### src/rtl/romulus_tkx_pkg.sv
// Shared types and constants for the tweakey update block.
package romulus_tkx_pkg;

  localparam int unsigned TKX_W = 128;

  // Bit k set means a serial beat width of 2**k bits is supported (8..128).
  localparam logic [7:0] SDI_W_LEGAL = 8'b1111_1000;

  typedef enum logic [2:0] {
    ST_IDLE   = 3'd0,
    ST_LOAD   = 3'd1,
    ST_HOLD   = 3'd2,
    ST_RUN    = 3'd3,
    ST_REWIND = 3'd4
  } tkx_state_e;

  function automatic bit sdi_w_is_legal(input int unsigned w);
    for (int k = 0; k < 8; k++) begin
      if (w == (32'd1 << k)) return SDI_W_LEGAL[k];
    end
    return 1'b0;
  endfunction

endpackage

### src/rtl/tkx_lane_reg.sv
// One W-bit lane of the tweakey register: parallel load or serial shift.
// Build option TKX_CLOCK_GATE_EN: clock the lane through a latch-based
// clock gate instead of an enable mux; cycle behaviour is the same.
module tkx_lane_reg #(
  parameter int unsigned W = 32
) (
  input  logic         clk,
  input  logic         rst,
  input  logic         load,
  input  logic [W-1:0] load_d,
  input  logic         shift,
  input  logic [W-1:0] shift_d,
  output logic [W-1:0] q
);

  logic         en;
  logic [W-1:0] d;

  // Parallel load wins; the controller never asserts both together.
  always_comb begin
    en = load | shift;
    d  = load ? load_d : shift_d;
  end

`ifdef TKX_CLOCK_GATE_EN
  logic en_lat;
  logic gclk;

  // Enable is captured while clk is low so the gated clock cannot glitch.
  always_latch begin
    if (!clk) en_lat <= en;
  end

  assign gclk = clk & en_lat;

  // Gated-clock lane register.
  always_ff @(posedge gclk or negedge rst) begin
    if (!rst) q <= '0;
    else      q <= d;
  end
`else
  // Enable-muxed lane register.
  always_ff @(posedge clk or negedge rst) begin
    if (!rst)    q <= '0;
    else if (en) q <= d;
  end
`endif

endmodule

### src/rtl/tkx_update_param.sv
// Tweakey state register with serial load, forward run and inverse rewind.
// Build option TKX_CLOCK_GATE_EN selects latch-based clock gating of the
// lane registers (see tkx_lane_reg).
//
// state     | meaning
// ----------+-------------------------------------------------------
// ST_IDLE   | waiting for the first serial beat
// ST_LOAD   | accepting the remaining serial beats
// ST_HOLD   | tweakey valid, waiting for start or rewind
// ST_RUN    | loading skinny_tkx for ROUNDS cycles
// ST_REWIND | loading skinny_tkx_revert for ROUNDS cycles
module tkx_update_param
  import romulus_tkx_pkg::*;
#(
  parameter int SDI_W  = 32,
  parameter int ROUNDS = 40
) (
  input  logic               clk,
  input  logic               rst,
  input  logic [SDI_W-1:0]   sdi,
  input  logic               sdi_valid,
  output logic               sdi_ready,
  input  logic               start,
  input  logic               rewind,
  input  logic               clear,
  input  logic [TKX_W-1:0]   skinny_tkx,
  input  logic [TKX_W-1:0]   skinny_tkx_revert,
  output logic [TKX_W-1:0]   tkx,
  output logic               tkx_valid,
  output logic               done
);

  localparam int NB  = TKX_W / SDI_W;
  localparam int BCW = $clog2(NB + 1);
  localparam int RCW = $clog2(ROUNDS + 1);

  if (!sdi_w_is_legal(SDI_W)) begin : g_bad_sdi_w
    $error("tkx_update_param: SDI_W must be 8, 16, 32, 64 or 128");
  end
  if (ROUNDS < 1 || ROUNDS > 127) begin : g_bad_rounds
    $error("tkx_update_param: ROUNDS must be in 1..127");
  end

  tkx_state_e       state_q, state_d;
  logic [BCW-1:0]   beat_q, beat_d;
  logic [RCW-1:0]   rnd_q, rnd_d;
  logic             done_d;
  logic             accept;
  logic             shift_en;
  logic             load_en;
  logic             load_rev;
  logic [TKX_W-1:0] load_vec;

  // State, counters and the done pulse.
  always_ff @(posedge clk or negedge rst) begin
    if (!rst) begin
      state_q <= ST_IDLE;
      beat_q  <= '0;
      rnd_q   <= '0;
      done    <= 1'b0;
    end else begin
      state_q <= state_d;
      beat_q  <= beat_d;
      rnd_q   <= rnd_d;
      done    <= done_d;
    end
  end

  // Next-state, counter and datapath control; clear overrides everything.
  always_comb begin
    state_d   = state_q;
    beat_d    = beat_q;
    rnd_d     = rnd_q;
    done_d    = 1'b0;
    shift_en  = 1'b0;
    load_en   = 1'b0;
    load_rev  = 1'b0;
    sdi_ready = (state_q == ST_IDLE) || (state_q == ST_LOAD);
    tkx_valid = (state_q == ST_HOLD);
    accept    = sdi_valid & sdi_ready;

    if (clear) begin
      state_d = ST_IDLE;
      beat_d  = '0;
      rnd_d   = '0;
    end else begin
      unique case (state_q)
        ST_IDLE: begin
          if (accept) begin
            shift_en = 1'b1;
            state_d  = (NB == 1) ? ST_HOLD : ST_LOAD;
          end
        end
        ST_LOAD: begin
          // The IDLE beat is not counted here, so NB-2 marks the last beat.
          if (accept) begin
            shift_en = 1'b1;
            if (beat_q == BCW'(NB - 2)) state_d = ST_HOLD;
            else                        beat_d  = beat_q + 1'b1;
          end
        end
        ST_HOLD: begin
          if (start)       state_d = ST_RUN;
          else if (rewind) state_d = ST_REWIND;
        end
        ST_RUN, ST_REWIND: begin
          load_en  = 1'b1;
          load_rev = (state_q == ST_REWIND);
          if (rnd_q == RCW'(ROUNDS - 1)) begin
            state_d = ST_HOLD;
            done_d  = 1'b1;
          end else begin
            rnd_d = rnd_q + 1'b1;
          end
        end
        default: state_d = ST_IDLE;
      endcase

      if (state_d != state_q) begin
        beat_d = '0;
        rnd_d  = '0;
      end
    end
  end

  assign load_vec = load_rev ? skinny_tkx_revert : skinny_tkx;

  // Lane 0 is the least significant word and takes the incoming beat.
  logic [SDI_W-1:0] lane_q [NB];

  for (genvar i = 0; i < NB; i++) begin : g_lane
    logic [SDI_W-1:0] shift_in;

    if (i == 0) begin : g_first
      assign shift_in = sdi;
    end else begin : g_chain
      assign shift_in = lane_q[i-1];
    end

    tkx_lane_reg #(.W(SDI_W)) u_lane (
      .clk     (clk),
      .rst     (rst),
      .load    (load_en),
      .load_d  (load_vec[i*SDI_W +: SDI_W]),
      .shift   (shift_en),
      .shift_d (shift_in),
      .q       (lane_q[i])
    );

    assign tkx[i*SDI_W +: SDI_W] = lane_q[i];
  end

endmodule

### config.mk
export PLATFORM = sky130hd
export DESIGN_NAME = tkx_update_param
export DESIGN_NICKNAME = d
export VERILOG_FILES = /design/src/rtl/romulus_tkx_pkg.sv /design/src/rtl/tkx_lane_reg.sv /design/src/rtl/tkx_update_param.sv
export SDC_FILE = /design/constraint.sdc
export NUM_CORES = 1
export LEC_CHECK = 0
export BUFFER_PORTS_ARGS = -buffer_cell sky130_fd_sc_hd__buf_2
export CAP_MARGIN = 20
export CORE_AREA = 2 2 164 166
export CTS_BUF_LIST = sky130_fd_sc_hd__clkbuf_8
export CTS_CLUSTER_SIZE = 20
export DETAILED_ROUTE_END_ITERATION = 12
export DIE_AREA = 0 0 166 168
export GPL_ROUTABILITY_DRIVEN = 0
export HOLD_SLACK_MARGIN = 0.12
export PLACE_DENSITY_LB_ADDON = 0.3
export SLEW_MARGIN = 30
export SYNTH_ARGS = -nofsm -noshare
export SYNTH_HDL_FRONTEND = slang
export SYNTH_SLANG_ARGS = --single-unit
### constraint.sdc
create_clock -name clk -period 5.1 [get_ports clk]
set_clock_uncertainty 0.15 [all_clocks]
set_input_delay 0.255 -clock clk [delete_from_list [all_inputs] [get_ports clk]]
set_output_delay 0.255 -clock clk [all_outputs]
set_load 0.02 [all_outputs]
==> key figures <==
Global route
  – Total GRT Usage: 21.9%
  – Gr ovfl total: 0
  – First-pass GRT wire length: 49.4 mm
  – Vias in the first global route: 9585
  – Largest net degree at the start of global routing: 145
  – Initial antenna violation count: 0

Worst setup path
  – Crit-path cells: or3b_4 > buf_4 > nand2_1 > and3_1 > dlygate4sd3_1 > o31ai_1
  – CP Data Required Time: approximately 5.3 ns
  – Delay of the slowest cell on the worst path: 0.81 ns
  – Reg2Reg Capture Point: g_lane[3].u_lane.q[3]
  – R2r setup slk: 1.57 ns
  – CP max FO: 69
  – Reg-to-Reg Start: state_q[2]
  – Startpoint Class: register
  – Reg2reg path depth: 6
  – Worst path slowest cell: or3b_4
  – Crit end category: register
  – Critical path class: register to register
  – Critical path arrival: 3.73 ns

Detailed routing
  – Post-route ant nets: 0
  – Routed Wire Length: 31.6 mm
  – DR vias/cell: 4.84
  – Routed wire per std cell: 15.5 um
  – Vias: roughly 9900
  – Initial DRC count: 560
  – Drt first pass iters: 5
  – # DRC: 0

CTS
  – Worst-skew pair later-pin latency: 0.45 ns
  – Largest buffer count on any clock path: 2
  – Root buf cell: clkbuf_8
  – # resized after CTS: 0
  – CTS clk-pin slew, worst paths: about 0.090 ns
  – CTS buffer count: 17
  – CTS tree: done
  – Htree depth: 4
  – Post-CTS setup buffers: 0
  – Clk sinks: 141

Timing
  – RSZ-0062 raised after global routing: no
  – Final hold vios: 0
  – Final critical-path share of the clock period: about 69%
  – Max-Slew Margin vs Limit: 41.6%
  – Sum Neg Setup Slack: 0 ns
  – Max Fclk: about 280 MHz
  – Setup-failing EPs final: 0
  – Min cycle time layout: 3.53 ns
  – Slew Viols, Final: 0
  – Slew at the pin closest to its max-slew limit: 0.876 ns
  – Final WS setup: 1.57 ns

Yosys
  – Synth unique cells: between 40 and 50
  – Top cell type's share of synthesized area: 43.1%
  – Number of synthesized register bits: 141
  – Yosys top cell by area: dfrtp_1
  – Post-Syn Area: ~8200 um2
  – Syn. warnings: 0
  – Syn Area/Cell: 7.66 um2
  – Top cells by area, synth: dfrtp_1 43%, nand2_1 18%, o31ai_1 12%
  – Mapped Cells: 1068
  – Synthesized net count: 1365
  – Sequential share of the synthesized area: between 40% and 50%

Placed design
  – DP HPWL: 21.3 mm
  – Dpl ws: 2.02 ns
  – PortBufs: 424

Power and ir drop
  – VDD IR max: 0.120 mV
  – P_leak: ~0.0074 uW
  – Final Power: 3370 uW
  – PD cells: ~250 nW/um2

Run
  – Max_cap viols: 0

Die
  – Floorplan Core Area: ~26000 um2
  – # rows: 60
  – Die area: 27900 um2
  – Ports: 425
  – Initial core utilization: 31.0%
  – Chip Width: 166 um
  – Die Y-Extent: 168 um

Worst hold path
  – Hold Startpoint: sdi_valid
  – Number of cells on the worst hold path: 3
  – Worst min-delay path class: primary input to register
  – Hold endpoint: state_q[0]

Finish
  – NumNets Final: 1989
  – Layout cells sized above 1: 27.8%
  – Layout area overhead: 64.1%
  – Diodes inserted: 0
  – Fill count: 2495

Run status
  – Status: completed
==> how the worst max path moves through the flow <==
stage / from / to / slack [ns] / cells after the start
after global routing: state_q[2] / g_lane[0].u_lane.q[26] / 1.32 / 6
after detailed placement: state_q[2] / beat_q[1] / 2.02 / 4
after global placement: state_q[2] / beat_q[1] / 2.08 / 4
after floorplan: state_q[1] / g_lane[2].u_lane.q[22] / 3.21 / 6
final: state_q[2] / g_lane[3].u_lane.q[3] / 1.57 / 6
after CTS: state_q[1] / g_lane[3].u_lane.q[4] / 1.62 / 6
==> layout by cell type, fill, tap and decap left out, drive strengths merged, types with 2 or more instances in the layout <==
master and instances:
dlygate4sd3 261, clkinvlp 3, a31oi 3, bufinv 2, o2111ai 2, buf 432, nor3b 2, inv 11
or3b 2, dfrtp 141, xnor2 3, xor2 3, o31ai 129, nor2 131, nand3 4, nor3 9
nand2 389, mux2i 2, and3 130, and4bb 2, clkinv 3, clkbuf 17, nand3b 2, a21oi 4
ha 3
==> stage by stage <==
| step | hold slack, ns | util, % | area (um2) | instances |
|---|---|---|---|---|
| final | 0.214 | 50.9 | 13400 | 2045 |
| after detailed placement | 0.243 | 39.6 | 10400 | 1753 |
| after global placement | 0.233 | 39.6 | 10400 | 1753 |
| after floorplan | -0.191 | - | 8180 | 1068 |
| after CTS | 0.173 | 50.9 | 13400 | 2045 |
| after global routing | 0.211 | 50.9 | 13400 | 2045 |
==> worst max-delay path, delay by kind of cell (launching register included) <==
kind / cells / cell delay (ns)
flops: 1 / 0.52
compound gates: 1 / 0.22
simple gates: 3 / 1.11
buf+inv: 2 / 1.31
==> flip-flops by register name, indices dropped and copies added, names as in the netlist <==
register         count
beat_q               3
state_q              3
done                 1
g_lane.u_lane.q    128
rnd_q                6
==> kinds of logic (layout without fill, tap and decap cells) <==
| logic type | after synthesis | in the layout | share of synthesized area [%] |
|---|---|---|---|
| AOI/OAI and AO/OA | 146 | 146 | 13.8 |
| xor gates and xnor gates | 6 | 6 | 0.643 |
| adders and majority gates | 3 | 3 | 0.459 |
| buffers and inverters | 93 | 729 | 5.38 |
| DFF | 141 | 141 | 43.1 |
| muxes | 3 | 3 | 0.520 |
| and+or+nand+nor | 676 | 676 | 36.1 |
==> routing by layer <==
layer  global-route usage (%)  share of wire, %  vias up
met2                     34.9                47      387
met1                     29.0                44     4591
met3                     4.11               5.6       65
met5                        0                 0        -
met4                     9.60               3.6        0
li1                         -                 -     4851
==> cell type report <==
cell class | instances | area, um2 | share of cell area, %
repair buffers | 693 | 4850 | 36.1
multi-input cells | 834 | 4220 | 31.4
flip-flops and latches | 141 | 3530 | 26.3
well taps | 341 | 427 | 3.18
clock buffers | 17 | 234 | 1.74
clock inverters | 14 | 144 | 1.07
inverters | 5 | 18.8 | 0.140
==> cells in the mapped netlist (all sizes together) <==
library cell  instances
a211oi                1
a21oi                 4
a221o                 1
a22oi                 1
a2bb2o                1
a31oi                 3
and3                130
and3b                 1
and4bb                2
buf                  58
clkbuf               30
dfrtp               141
ha                    3
inv                   5
mux2i                 2
mux4                  1
nand2               389
nand2b                1
nand3                 4
nand3b                2
nor2                131
nor2b                 1
nor3                  9
nor3b                 2
nor4b                 1
o2111a                1
o2111ai               2
o21a                  1
o21ai                 1
o31a                  1
o31ai               129
or2                   1
or3b                  2
xnor2                 3
xor2                  3
==> what timing repair did <==
action,CTS,global route
setup endpoints to repair,0,0
hold endpoints to repair,218,0
hold buffers,261,0
==> power by group <==
group	internal, uW	switching [uW]	total (uW)
registers	1290	160	1450
clock network	433	470	903
logic	440	571	1010
No activity file was read; power rests on OpenSTA's default activity.
